===== src/rtl/serial_rx_deframer_if.sv =====
// Receive-side link bundle: the strobed serial line from the transmitter, the
// valid/ack byte interface to the consumer, and the status flags.
interface serial_rx_deframer_if;
  logic       serial_in;
  logic       rx_ack;
  logic [7:0] rx_data;
  logic       rx_valid;
  logic       dsr;
  logic       frame_error;
  logic       overrun;

  modport master (
    output serial_in,
    output rx_ack,
    input  rx_data,
    input  rx_valid,
    input  dsr,
    input  frame_error,
    input  overrun
  );

  modport slave (
    input  serial_in,
    input  rx_ack,
    output rx_data,
    output rx_valid,
    output dsr,
    output frame_error,
    output overrun
  );
endinterface


===== src/rtl/serial_rx_deframer.sv =====
// Rebuilds 8-bit samples from the transmitter's strobed serial line, checks the
// stop bit, and hands bytes to the consumer over valid/ack with dsr flow control.
//
// state | meaning
// IDLE  | line idle; a 0 is the start strobe
// DATA  | counting bit periods, sampling 8 data bits MSB first
// STOP  | counting one more period, sampling the stop bit
module serial_rx_deframer #(
  parameter int BIT_PERIOD = 106,
  parameter int CNT_W      = 10
) (
  input  logic         clock,
  input  logic         reset_n,
  serial_rx_deframer_if.slave bus
);

  typedef enum logic [1:0] {
    IDLE = 2'd0,
    DATA = 2'd1,
    STOP = 2'd2
  } state_t;

  localparam logic [CNT_W-1:0] CNT_LAST = CNT_W'(BIT_PERIOD - 1);

  state_t            state;
  logic [CNT_W-1:0]  cnt;
  logic [2:0]        bit_idx;
  logic [7:0]        shift;
  logic [7:0]        rx_data_q;
  logic              rx_valid_q;
  logic              dsr_q;
  logic              frame_error_q;
  logic              overrun_q;

  logic              strobe;
  logic              commit;

  assign strobe = (cnt == CNT_LAST);
  assign commit = (state == STOP) && strobe && bus.serial_in;

  always_ff @(posedge clock) begin
    if (!reset_n) begin
      state         <= IDLE;
      cnt           <= '0;
      bit_idx       <= '0;
      shift         <= '0;
      rx_data_q     <= '0;
      rx_valid_q    <= 1'b0;
      dsr_q         <= 1'b1;
      frame_error_q <= 1'b0;
      overrun_q     <= 1'b0;
    end else begin
      frame_error_q <= 1'b0;

      case (state)
        IDLE: begin
          if (!bus.serial_in) begin
            state   <= DATA;
            cnt     <= '0;
            bit_idx <= '0;
          end
        end
        DATA: begin
          if (strobe) begin
            cnt     <= '0;
            shift   <= {shift[6:0], bus.serial_in};
            bit_idx <= bit_idx + 3'd1;
            if (bit_idx == 3'd7) state <= STOP;
          end else begin
            cnt <= cnt + 1'b1;
          end
        end
        STOP: begin
          if (strobe) begin
            cnt   <= '0;
            state <= IDLE;
            if (!bus.serial_in) frame_error_q <= 1'b1;
          end else begin
            cnt <= cnt + 1'b1;
          end
        end
        default: begin
          state <= IDLE;
          cnt   <= '0;
        end
      endcase

      // A commit with a same-edge ack replaces the unread byte; without ack it is dropped.
      if (commit) begin
        if (!rx_valid_q || bus.rx_ack) begin
          rx_data_q  <= shift;
          rx_valid_q <= 1'b1;
          dsr_q      <= 1'b0;
          overrun_q  <= 1'b0;
        end else begin
          overrun_q <= 1'b1;
        end
      end else if (rx_valid_q && bus.rx_ack) begin
        rx_valid_q <= 1'b0;
        dsr_q      <= 1'b1;
        overrun_q  <= 1'b0;
      end
    end
  end

  assign bus.rx_data     = rx_data_q;
  assign bus.rx_valid    = rx_valid_q;
  assign bus.dsr         = dsr_q;
  assign bus.frame_error = frame_error_q;
  assign bus.overrun     = overrun_q;

endmodule


===== src/flat_wrapper.sv =====
// flat-port wrapper written by rule: the top's interface ports become plain ports
module serial_rx_deframer_flat 
#(
  parameter int BIT_PERIOD = 106,
  parameter int CNT_W      = 10
)
  (clock, reset_n, bus_serial_in, bus_rx_ack, bus_rx_data, bus_rx_valid, bus_dsr, bus_frame_error, bus_overrun);
  serial_rx_deframer_if bus_i ();
  input  logic clock;
  input  logic reset_n;
  input wire logic [$bits(bus_i.serial_in)-1:0] bus_serial_in;
  input wire logic [$bits(bus_i.rx_ack)-1:0] bus_rx_ack;
  output wire logic [$bits(bus_i.rx_data)-1:0] bus_rx_data;
  output wire logic [$bits(bus_i.rx_valid)-1:0] bus_rx_valid;
  output wire logic [$bits(bus_i.dsr)-1:0] bus_dsr;
  output wire logic [$bits(bus_i.frame_error)-1:0] bus_frame_error;
  output wire logic [$bits(bus_i.overrun)-1:0] bus_overrun;
  assign bus_i.serial_in = bus_serial_in;
  assign bus_i.rx_ack = bus_rx_ack;
  assign bus_rx_data = bus_i.rx_data;
  assign bus_rx_valid = bus_i.rx_valid;
  assign bus_dsr = bus_i.dsr;
  assign bus_frame_error = bus_i.frame_error;
  assign bus_overrun = bus_i.overrun;
  serial_rx_deframer #(.BIT_PERIOD(BIT_PERIOD), .CNT_W(CNT_W)) u_core (.clock(clock), .reset_n(reset_n), .bus(bus_i));
endmodule

===== config.mk =====
export PLATFORM = sky130hd
export DESIGN_NAME = serial_rx_deframer_flat
export DESIGN_NICKNAME = d
export VERILOG_FILES = /design/src/rtl/serial_rx_deframer_if.sv /design/src/rtl/serial_rx_deframer.sv /design/src/flat_wrapper.sv
export SDC_FILE = /design/constraint.sdc
export NUM_CORES = 1
export LEC_CHECK = 0
export BUFFER_PORTS_ARGS = -buffer_cell sky130_fd_sc_hd__buf_2
export CAP_MARGIN = 20
export CORE_MARGIN = 2
export CORE_UTILIZATION = 31
export CTS_BUF_LIST = sky130_fd_sc_hd__clkbuf_4
export DETAILED_ROUTE_END_ITERATION = 10
export SKIP_LAST_GASP = 1
export SYNTH_ARGS = -nofsm -noshare
export SYNTH_HDL_FRONTEND = slang
export SYNTH_SLANG_ARGS = --single-unit

===== constraint.sdc =====
create_clock -name clock -period 2.6 [get_ports clock]
set_input_delay 0.52 -clock clock [delete_from_list [all_inputs] [get_ports clock]]
set_output_delay 0.52 -clock clock [all_outputs]
set_load 0.03 [all_outputs]

==> results_dict.tcl <==
set metrics [dict create \
    outcome "completed" \
    rsz0062_at_grt "false" \
    fill_cells 526 \
    die-area_sq_um 5740 \
    p_leak_uw 0.000724 \
    die_x_um 75.8 \
    fp.dieH_um 75.8 \
    clkTransAtPathRegs_ns 0.10 \
    numPortBuffers 15 \
    dp_slack_ns 0.840 \
    ys_ff_latch 35 \
    grt_pass1_vias 1026 \
    synth-seq-area-share_pct 43.9 \
    htreeDepth 2 \
    grt_use_total_pct 10.2 \
    crit_path_end "u_core.bus.rx_data[3]$_SDFFE_PN0P_" \
    drive_above_1_share_pct 16.9 \
    fin_crit_ns 1.74 \
    antenna_found_initial 0 \
    crit_type "flip-flop to flip-flop" \
    finalSetupViolCount 0 \
    maxSlewHeadroom_pct 66.3 \
    fin_skew_ns 0.00992 \
    diodes 0 \
    p_per_area_nw_per_um2 647 \
    worst_path_max_delay_cell "dfxtp_1" \
    rrSetupSlack_ns 0.86 \
    synthTopCellsByArea "dfxtp_1 44%, mux2i_1 11%, ha_1 6.3%" \
    reg2reg_from "u_core.cnt[0]$_SDFFE_PN0P_" \
    async_reset_ff_share_pct 0 \
    vias 1173 \
    fmax_mhz 573 \
    mostFrequentLayoutCell "dfxtp_1" \
    mostFrequentLayoutCells "35 x dfxtp_1, 24 x nand2_1, 17 x mux2i_1" \
    ant_nets 0 \
    finalHoldViolCount 0 \
    synth_area_sq_um 1600 \
    startpoint "u_core.cnt[0]$_SDFFE_PN0P_" \
    cp_data_arrival_time_ns 2.01 \
    cp-start-kind "flip-flop" \
    slew_viol_final 0 \
    synth_cells 164 \
    core_area_sq_um 5040 \
    synth_warnings 0 \
    drv_cap 0 \
    gp_congestion 0.780 \
    netlist.area_leader.share_pct 43.9 \
    min_from "u_core.bus.rx_data[2]$_SDFFE_PN0P_" \
    ctsHoldBuffers 0 \
    worst_setup_path_end_kind "flip-flop" \
    synth_cell_type_count 40 \
    utilization_pct 35.8 \
    cp_slowest_stage_delay_ns 0.42 \
    grt_pass1_wl_um 4540 \
    cts.sinks 35 \
    timing.rr.end "u_core.bus.rx_data[3]$_SDFFE_PN0P_" \
    cts_buffer_depth 2 \
    ir_worst_vdd_v 0.000275 \
    syn_avg_cell_area_sq_um 9.74 \
    layout_setup_ws_ns 0.856 \
    cts_tree "built" \
    fin_tns_setup_ns 0 \
    drc 0 \
    synth_edf_count 0 \
    period_share_pct 67.1 \
    worstPathCellList "ha_1 > nor4b_4 > nand3_4 > nor3_2 > buf_4 > mux2i_1" \
    syn_to_final_growth_pct 13.0 \
    cts_inserted_buffers 5 \
    dpl.hpwl_um 1960 \
    rows 26 \
    cp_data_required_time_ns 2.87 \
    synth_ff_type "dfxtp_1" \
    initial_core_util_pct 31.7 \
    io_pins 16 \
    overflow 0 \
    min_path_type "flip-flop to flip-flop" \
    nNetsFinal 194 \
    drt-total-wl_um 2700 \
    p_total_uw 1170 \
    first_pass_iters 4 \
    vias_per_cell 4.64 \
    cts_setup_buffers 0 \
    ctsRootBufferMaster "clkbuf_4" \
    worst-path-max-fanout 9 \
    cts_resized 0 \
    synthesis.nets 176 \
    wire_per_inst_um 10.7 \
    worstSkewPairLatency_ns 0.34 \
    tightest_slew_ns 0.501 \
    grt_max_degree 26 \
    yosysTopAreaCell "dfxtp_1" \
    drt-initial-drc-count 56 \
    r2r_cells 6 \
]
[critical path: cells and delay by family, from the launching register on]
kind / cells / cell delay (ns)
adders and majority gates: 1 / 0.18
muxes: 1 / 0.20
and+or+nand+nor: 3 / 0.67
DFF: 1 / 0.42
buffers and inverters: 1 / 0.22
[metrics by stage]
step / hold slack [ns] / cells / cell area (sq um)
detailed placement: 0.448 / 245 / 1750
finish: 0.463 / 253 / 1810
global placement: 0.440 / 245 / 1750
floorplan: 0.438 / 164 / 1600
CTS: 0.458 / 253 / 1810
global route: 0.461 / 253 / 1810
[worst min-delay path by stage]
stage / to / slack [ns] / cells past startpoint
floorplan: u_core.bus.rx_data[7]$_SDFFE_PN0P_ / 0.44 / 2
global placement: u_core.bus.rx_data[3]$_SDFFE_PN0P_ / 0.44 / 2
detailed placement: u_core.bus.rx_data[6]$_SDFFE_PN0P_ / 0.45 / 2
CTS: u_core.bus.frame_error$_SDFF_PN0_ / 0.46 / 2
global route: u_core.bus.frame_error$_SDFF_PN0_ / 0.46 / 2
finish: u_core.bus.rx_data[2]$_SDFFE_PN0P_ / 0.46 / 2
[synth_stat cells (2+ instances only)]
master / number
dfxtp_1: 35
nand2_1: 24
mux2i_1: 17
nor2_1: 12
nor2b_1: 9
ha_1: 8
clkbuf_1: 5
xnor2_1: 5
inv_1: 4
nand4_1: 4
xor2_1: 4
nand3_1: 3
nor3_1: 3
a21boi_0: 2
a21oi_1: 2
a32o_1: 2
o21a_1: 2
[logic make-up (layout without fill, tap and decap cells)]
logic type	after synthesis	after routing	synth area share, %
buf+inv	11	30	3.13
compound gates	20	20	9.63
flops	35	35	43.9
xor+xnor	9	9	4.93
fa+ha+maj	8	8	6.26
mux	17	17	10.6
simple gates	64	64	21.5
[metal layers]
metal | wire length [um] | track usage (%) | vias to the layer above | share of wire (%)
met5 | 0 | 0 | - | 0
met2 | 1170 | 15.0 | 14 | 43
met1 | 1390 | 13.9 | 553 | 51
met3 | 90 | 3.31 | 7 | 3.3
met4 | 51 | 4.09 | 0 | 1.9
li1 | - | - | 599 | -
[area by class of cell]
| class | count | area [sq um] | area share (%) |
|---|---|---|---|
| multi-input cells | 118 | 847 | 46.9 |
| clock buffers | 6 | 45.0 | 2.49 |
| repair buffers | 18 | 97.6 | 5.41 |
| well taps | 70 | 87.6 | 4.85 |
| inverters | 4 | 15.0 | 0.832 |
| clock inverters | 2 | 12.5 | 0.693 |
| flip-flops and latches | 35 | 701 | 38.8 |
[flip-flops by register name (all words and copies together) (netlist names)]
register                count
u_core.bus.rx_data          8
u_core.bus.frame_error      1
u_core.bus.overrun          1
u_core.bit_idx              3
u_core.bus.dsr              1
u_core.state                2
u_core.shift                8
u_core.bus.rx_valid         1
u_core.cnt                 10
[where the power goes]
group          switching (uW)  internal, uW
Sequential               28.9           563
Combinational             169           114
Clock                     179           115
Total                     376           791
Note: power is estimated with default switching activity, not from simulation.
